==> src/rtl/i2s_tx_pkg.sv <==
// Shared constants and types for the I2S transmitter slice.
// The frame is two 32-bit slots; the oscillator count is shared with the synth core.
package i2s_tx_pkg;

  localparam int I2S_SLOT_BITS  = 32;
  localparam int I2S_FRAME_BITS = 64;
  localparam int NUM_OSC        = 8;
  localparam int CNT_W          = $clog2(I2S_FRAME_BITS);

  typedef enum logic {
    SLOT_LEFT  = 1'b0,
    SLOT_RIGHT = 1'b1
  } slot_e;

  // The upper half of the frame counter selects the right slot.
  function automatic slot_e slot_of(input logic [CNT_W-1:0] cnt);
    return slot_e'(cnt[CNT_W-1]);
  endfunction

endpackage

==> src/rtl/i2s_tx_bclk_gen.sv <==
// Bit-clock generator: bclk toggles every BCLK_DIV clk cycles.
// fall marks the clk cycle whose edge drives bclk from 1 to 0.
module bclk_gen
  import i2s_tx_pkg::*;
#(
  parameter int BCLK_DIV = 4
) (
  input  logic clk,
  input  logic rst,
  output logic bclk,
  output logic fall
);

  localparam int DW = (BCLK_DIV > 1) ? $clog2(BCLK_DIV) : 1;
  localparam logic [DW-1:0] TC = DW'(BCLK_DIV - 1);

  logic [DW-1:0] div;
  logic          tc;

  assign tc   = (div == TC);
  assign fall = tc & bclk;

  always_ff @(posedge clk) begin
    if (rst) begin
      div  <= '0;
      bclk <= 1'b0;
    end else if (tc) begin
      div  <= '0;
      bclk <= ~bclk;
    end else begin
      div  <= div + 1'b1;
    end
  end

endmodule

==> src/rtl/i2s_tx.sv <==
// Mono I2S transmitter: one holding register feeds a frame register that is
// serialized MSB-first into both slots with the standard one-bit delay.
module i2s_tx
  import i2s_tx_pkg::*;
#(
  parameter int WIDTH    = 24,
  parameter int BCLK_DIV = 4
) (
  input  logic                    clk,
  input  logic                    rst,
  input  logic signed [WIDTH-1:0] sample_in,
  input  logic                    sample_valid,
  output logic                    sample_ready,
  output logic                    bclk,
  output logic                    lrclk,
  output logic                    sdata,
  output logic                    underrun
);

  logic             fall;
  logic             boundary;
  logic             transfer;
  logic             bit_next;
  logic [CNT_W-1:0] bit_cnt;
  logic [CNT_W-1:0] cnt_next;
  logic [4:0]       pos;
  logic [WIDTH-1:0] frame_reg;
  logic [WIDTH-1:0] hold_reg;
  logic             hold_full;
  slot_e            slot;

  bclk_gen #(.BCLK_DIV(BCLK_DIV)) u_bclk (
    .clk  (clk),
    .rst  (rst),
    .bclk (bclk),
    .fall (fall)
  );

  assign cnt_next = bit_cnt + 1'b1;
  assign pos      = cnt_next[4:0];
  assign boundary = fall && (bit_cnt == CNT_W'(I2S_FRAME_BITS - 1));
  assign transfer = sample_valid && sample_ready;
  assign lrclk    = slot;

  // Slot position p maps to frame_reg[WIDTH-p]; p = 0 and p > WIDTH stay zero.
  always_comb begin
    bit_next = 1'b0;
    for (int i = 0; i < WIDTH; i++) begin
      if (int'(pos) == WIDTH - i) bit_next = frame_reg[i];
    end
  end

  always_ff @(posedge clk) begin
    if (rst) begin
      bit_cnt <= '1;
      slot    <= SLOT_LEFT;
      sdata   <= 1'b0;
    end else if (fall) begin
      bit_cnt <= cnt_next;
      slot    <= slot_of(cnt_next);
      sdata   <= bit_next;
    end
  end

  // A boundary load and an upstream transfer never coincide: ready is low while full.
  always_ff @(posedge clk) begin
    if (rst) begin
      frame_reg    <= '0;
      hold_reg     <= '0;
      hold_full    <= 1'b0;
      sample_ready <= 1'b1;
      underrun     <= 1'b0;
    end else begin
      underrun <= boundary && !hold_full;
      if (boundary && hold_full) begin
        frame_reg    <= hold_reg;
        hold_full    <= 1'b0;
        sample_ready <= 1'b1;
      end else if (transfer) begin
        hold_reg     <= sample_in;
        hold_full    <= 1'b1;
        sample_ready <= 1'b0;
      end
    end
  end

endmodule

==> config.mk <==
export PLATFORM = sky130hd
export DESIGN_NAME = i2s_tx
export DESIGN_NICKNAME = d
export VERILOG_FILES = /design/src/rtl/i2s_tx_pkg.sv /design/src/rtl/i2s_tx_bclk_gen.sv /design/src/rtl/i2s_tx.sv
export SDC_FILE = /design/constraint.sdc
export NUM_CORES = 1
export LEC_CHECK = 0
export ABC_CLOCK_PERIOD_IN_PS = 2200
export CAP_MARGIN = 20
export CORE_MARGIN = 4
export CORE_UTILIZATION = 50
export DETAILED_ROUTE_END_ITERATION = 10
export GPL_ROUTABILITY_DRIVEN = 0
export PLACE_DENSITY = 0.78
export SLEW_MARGIN = 15
export SYNTH_ARGS = -nofsm -noshare
export SYNTH_HDL_FRONTEND = slang
export SYNTH_SLANG_ARGS = --single-unit
==> constraint.sdc <==
create_clock -name clk -period 2.2 [get_ports clk]
set_clock_uncertainty 0.2 [all_clocks]
set_input_delay 0.55 -clock clk [delete_from_list [all_inputs] [get_ports clk]]
set_output_delay 0.55 -clock clk [all_outputs]
set_load 0.02 [all_outputs]
==> flow_metrics.env <==
export IMPL_status="finished clean"
export IMPL_worst_slew_pin_slew_ns=0.5328
export IMPL_cp_num_buf_inv=1
export IMPL_fillers=494
export IMPL_hold_violations=0
export IMPL_h_tree_depth=3
export IMPL_coreArea_um2=5540
export IMPL_grt_setup_unrepaired="no"
export IMPL_firstDrtPassIters=5
export IMPL_cts_tree="built"
export IMPL_drv_cap=0
export IMPL_synth_cell_type_count=53
export IMPL_crit_chain="clkdlybuf4s50_1"
export IMPL_fin_hold_ws_ns=0.2408
export IMPL_start_util=0.5167
export IMPL_async_reset_ff_frac=0
export IMPL_ys_seq_area_frac=0.4336
export IMPL_netlist_area_um2=2863
export IMPL_synth_area_leaders="dfxtp_1 (43%), nand2_1 (15%), a21oi_1 (10%)"
export IMPL_antenna_found_initial=0
export IMPL_clockBufferDepth=2
export IMPL_synth_most_common_cell="nand2_1"
export IMPL_dieHeight_um=83.67
export IMPL_cts_sinks=62
export IMPL_ys_ff_latch=62
export IMPL_critPathSlowestCell="clkdlybuf4s50_1"
export IMPL_ir_drop_uv=613.3
export IMPL_dieArea_um2=7000
export IMPL_grt_pass1_wl_um=10690
export IMPL_yosysTopAreaCell="dfxtp_1"
export IMPL_via_count=2593
export IMPL_die_w_um=83.67
export IMPL_area_growth_synth_to_final_pct=27.01
export IMPL_synthesis_nets=400
export IMPL_synthFlopType="dfxtp_1"
export IMPL_synthCells=367
export IMPL_rows=27
export IMPL_critPathRequiredTime_ns=1.45
export IMPL_synth_top_cell_area_share=0.4336
export IMPL_finalNetCount=438
export IMPL_worstPathArrival_ns=1.39
export IMPL_drv_slew=0
export IMPL_grt_max_degree=56
export IMPL_cts_inserted_buffers=9
export IMPL_final_min_clock_period_ns=2.136
export IMPL_hpwl_um=4227
export IMPL_synth_avg_cell_area_um2=7.800
export IMPL_critPathMaxFanout=5
export IMPL_power_total_mw=2.591
export IMPL_multi_input_area_um2=1526
export IMPL_ff_latch_area_um2=1250
export IMPL_wl_um=6619
export IMPL_path_clk_slew_ns=0.07
export IMPL_drtIter0Drc=261
export IMPL_grt_pass1_vias=2335
export IMPL_ys_warn_count=0
export IMPL_ys_top_cells_by_count="nand2_1 (117), dfxtp_1 (62), a21oi_1 (57)"
export IMPL_overflow=0
export IMPL_port_buffer_count=31
export IMPL_setup_viol=0
export IMPL_cellPowerDensity_nw_per_um2=712.5
export IMPL_num_antenna_cells=0
export IMPL_relSlewSlack=0.6448
export IMPL_synth_edf_count=0
export IMPL_cts_root_buf="clkbuf_8"
export IMPL_ctsHoldBuffers=0
export IMPL_period_share=0.9708
export IMPL_critPathKind="reg2out"
export IMPL_grtUsageTotal=0.1868
export IMPL_drive_above_1_share=0.1561
export IMPL_pin_count=32
export IMPL_drc=0
export IMPL_max_stage_delay_ns=0.63
export IMPL_hold_path_class="reg2reg"
export IMPL_critPathLaunchType="flop"
export IMPL_fin_util=0.6563
export IMPL_end_kind="primary output"
export IMPL_post_drt_wl_per_cell_um=13.73
export IMPL_cp_top_family="buffers and inverters"
export IMPL_p_leak_nw=1.302
export IMPL_ant_nets=0
export IMPL_viasPerCell=5.380
export IMPL_worst_skew_pair_late_latency_ns=0.35
export IMPL_fmax_mhz=468.2
## per-layer routing
| layer | vias to the layer above | track usage | share of wire | wire length, µm |
|---|---|---|---|---|
| met5 | - | 0 | 0 | 0 |
| met4 | 0 | 0.09795 | 0.023 | 151 |
| met2 | 89 | 0.2842 | 0.47 | 3120 |
| met1 | 1170 | 0.2442 | 0.44 | 2922 |
| met3 | 14 | 0.04541 | 0.064 | 423 |
| li1 | 1320 | - | - | - |
## cell usage in the layout, fill, tap and decap left out, types with 3 or more instances in the layout
| cell type | n |
|---|---|
| ha_4 | 3 |
| bufinv_16 | 3 |
| nor2b_1 | 3 |
| nor2_1 | 11 |
| nor3b_1 | 3 |
| clkinvlp_4 | 3 |
| o21ai_0 | 8 |
| and2_1 | 6 |
| a211oi_1 | 3 |
| dfxtp_1 | 59 |
| nand2_1 | 117 |
| buf_4 | 19 |
| o21ai_1 | 3 |
| inv_1 | 3 |
| a21oi_1 | 56 |
| clkbuf_8 | 9 |
| nor3_1 | 4 |
| a32oi_1 | 4 |
| o22ai_1 | 4 |
| clkdlybuf4s50_1 | 30 |
| xnor2_1 | 3 |
| nand2b_1 | 5 |
## report_power, final
| group | switching (mW) | internal, mW | leakage, nW |
|---|---|---|---|
| registers | 0.0212 | 1.16 | 0.504 |
| clock network | 0.479 | 0.755 | 0.112 |
| logic | 0.0861 | 0.0939 | 0.686 |
## path summary, 6_finish.rpt
check,slack (ns),startpoint,cells past startpoint,to
max reg2reg,0.09,bit_cnt[0],8,sdata
max,0.06,sample_ready,1,sample_ready
min reg2reg,0.24,u_bclk.div[0],1,u_bclk.div[0]
min,0.24,u_bclk.div[0],1,u_bclk.div[0]
## cell type report
type                       instances  share of cell area
clock buffer                       9             0.03407
clock inverter                     7             0.03338
inverter                           5            0.005162
multi-input combinational        273              0.4198
sequential                        62              0.3438
tap                               72             0.02478
timing repair buffer              54              0.1390
## cell families after synthesis
family	synth area share
DFF	0.4336
AOI/OAI and AO/OA	0.1980
buffers and inverters	0.05769
adders and majority gates	0.02622
and+or+nand+nor	0.2544
xor gates and xnor gates	0.01530
muxes	0.01486
## stage by stage
step / cell area (µm²) / setup slack, ns / std cells / setup TNS (ns)
floorplan: 2878 / 0.004172 / 367 / 0
global placement: 3289 / -0.03530 / 463 / -0.03530
detailed placement: 3289 / -0.05521 / 463 / -0.05521
CTS: 3557 / 0.002871 / 479 / 0
global route: 3636 / 0.004698 / 482 / 0
finish: 3636 / 0.06434 / 482 / 0
## repair_timing
item                                    4_1_cts  5_1_grt
endpoints found under the setup margin        1       25
buffers inserted                              0        3
pin swaps                                     0        5
gates resized for setup                       5       14
No activity file was read; power rests on OpenSTA's default activity.
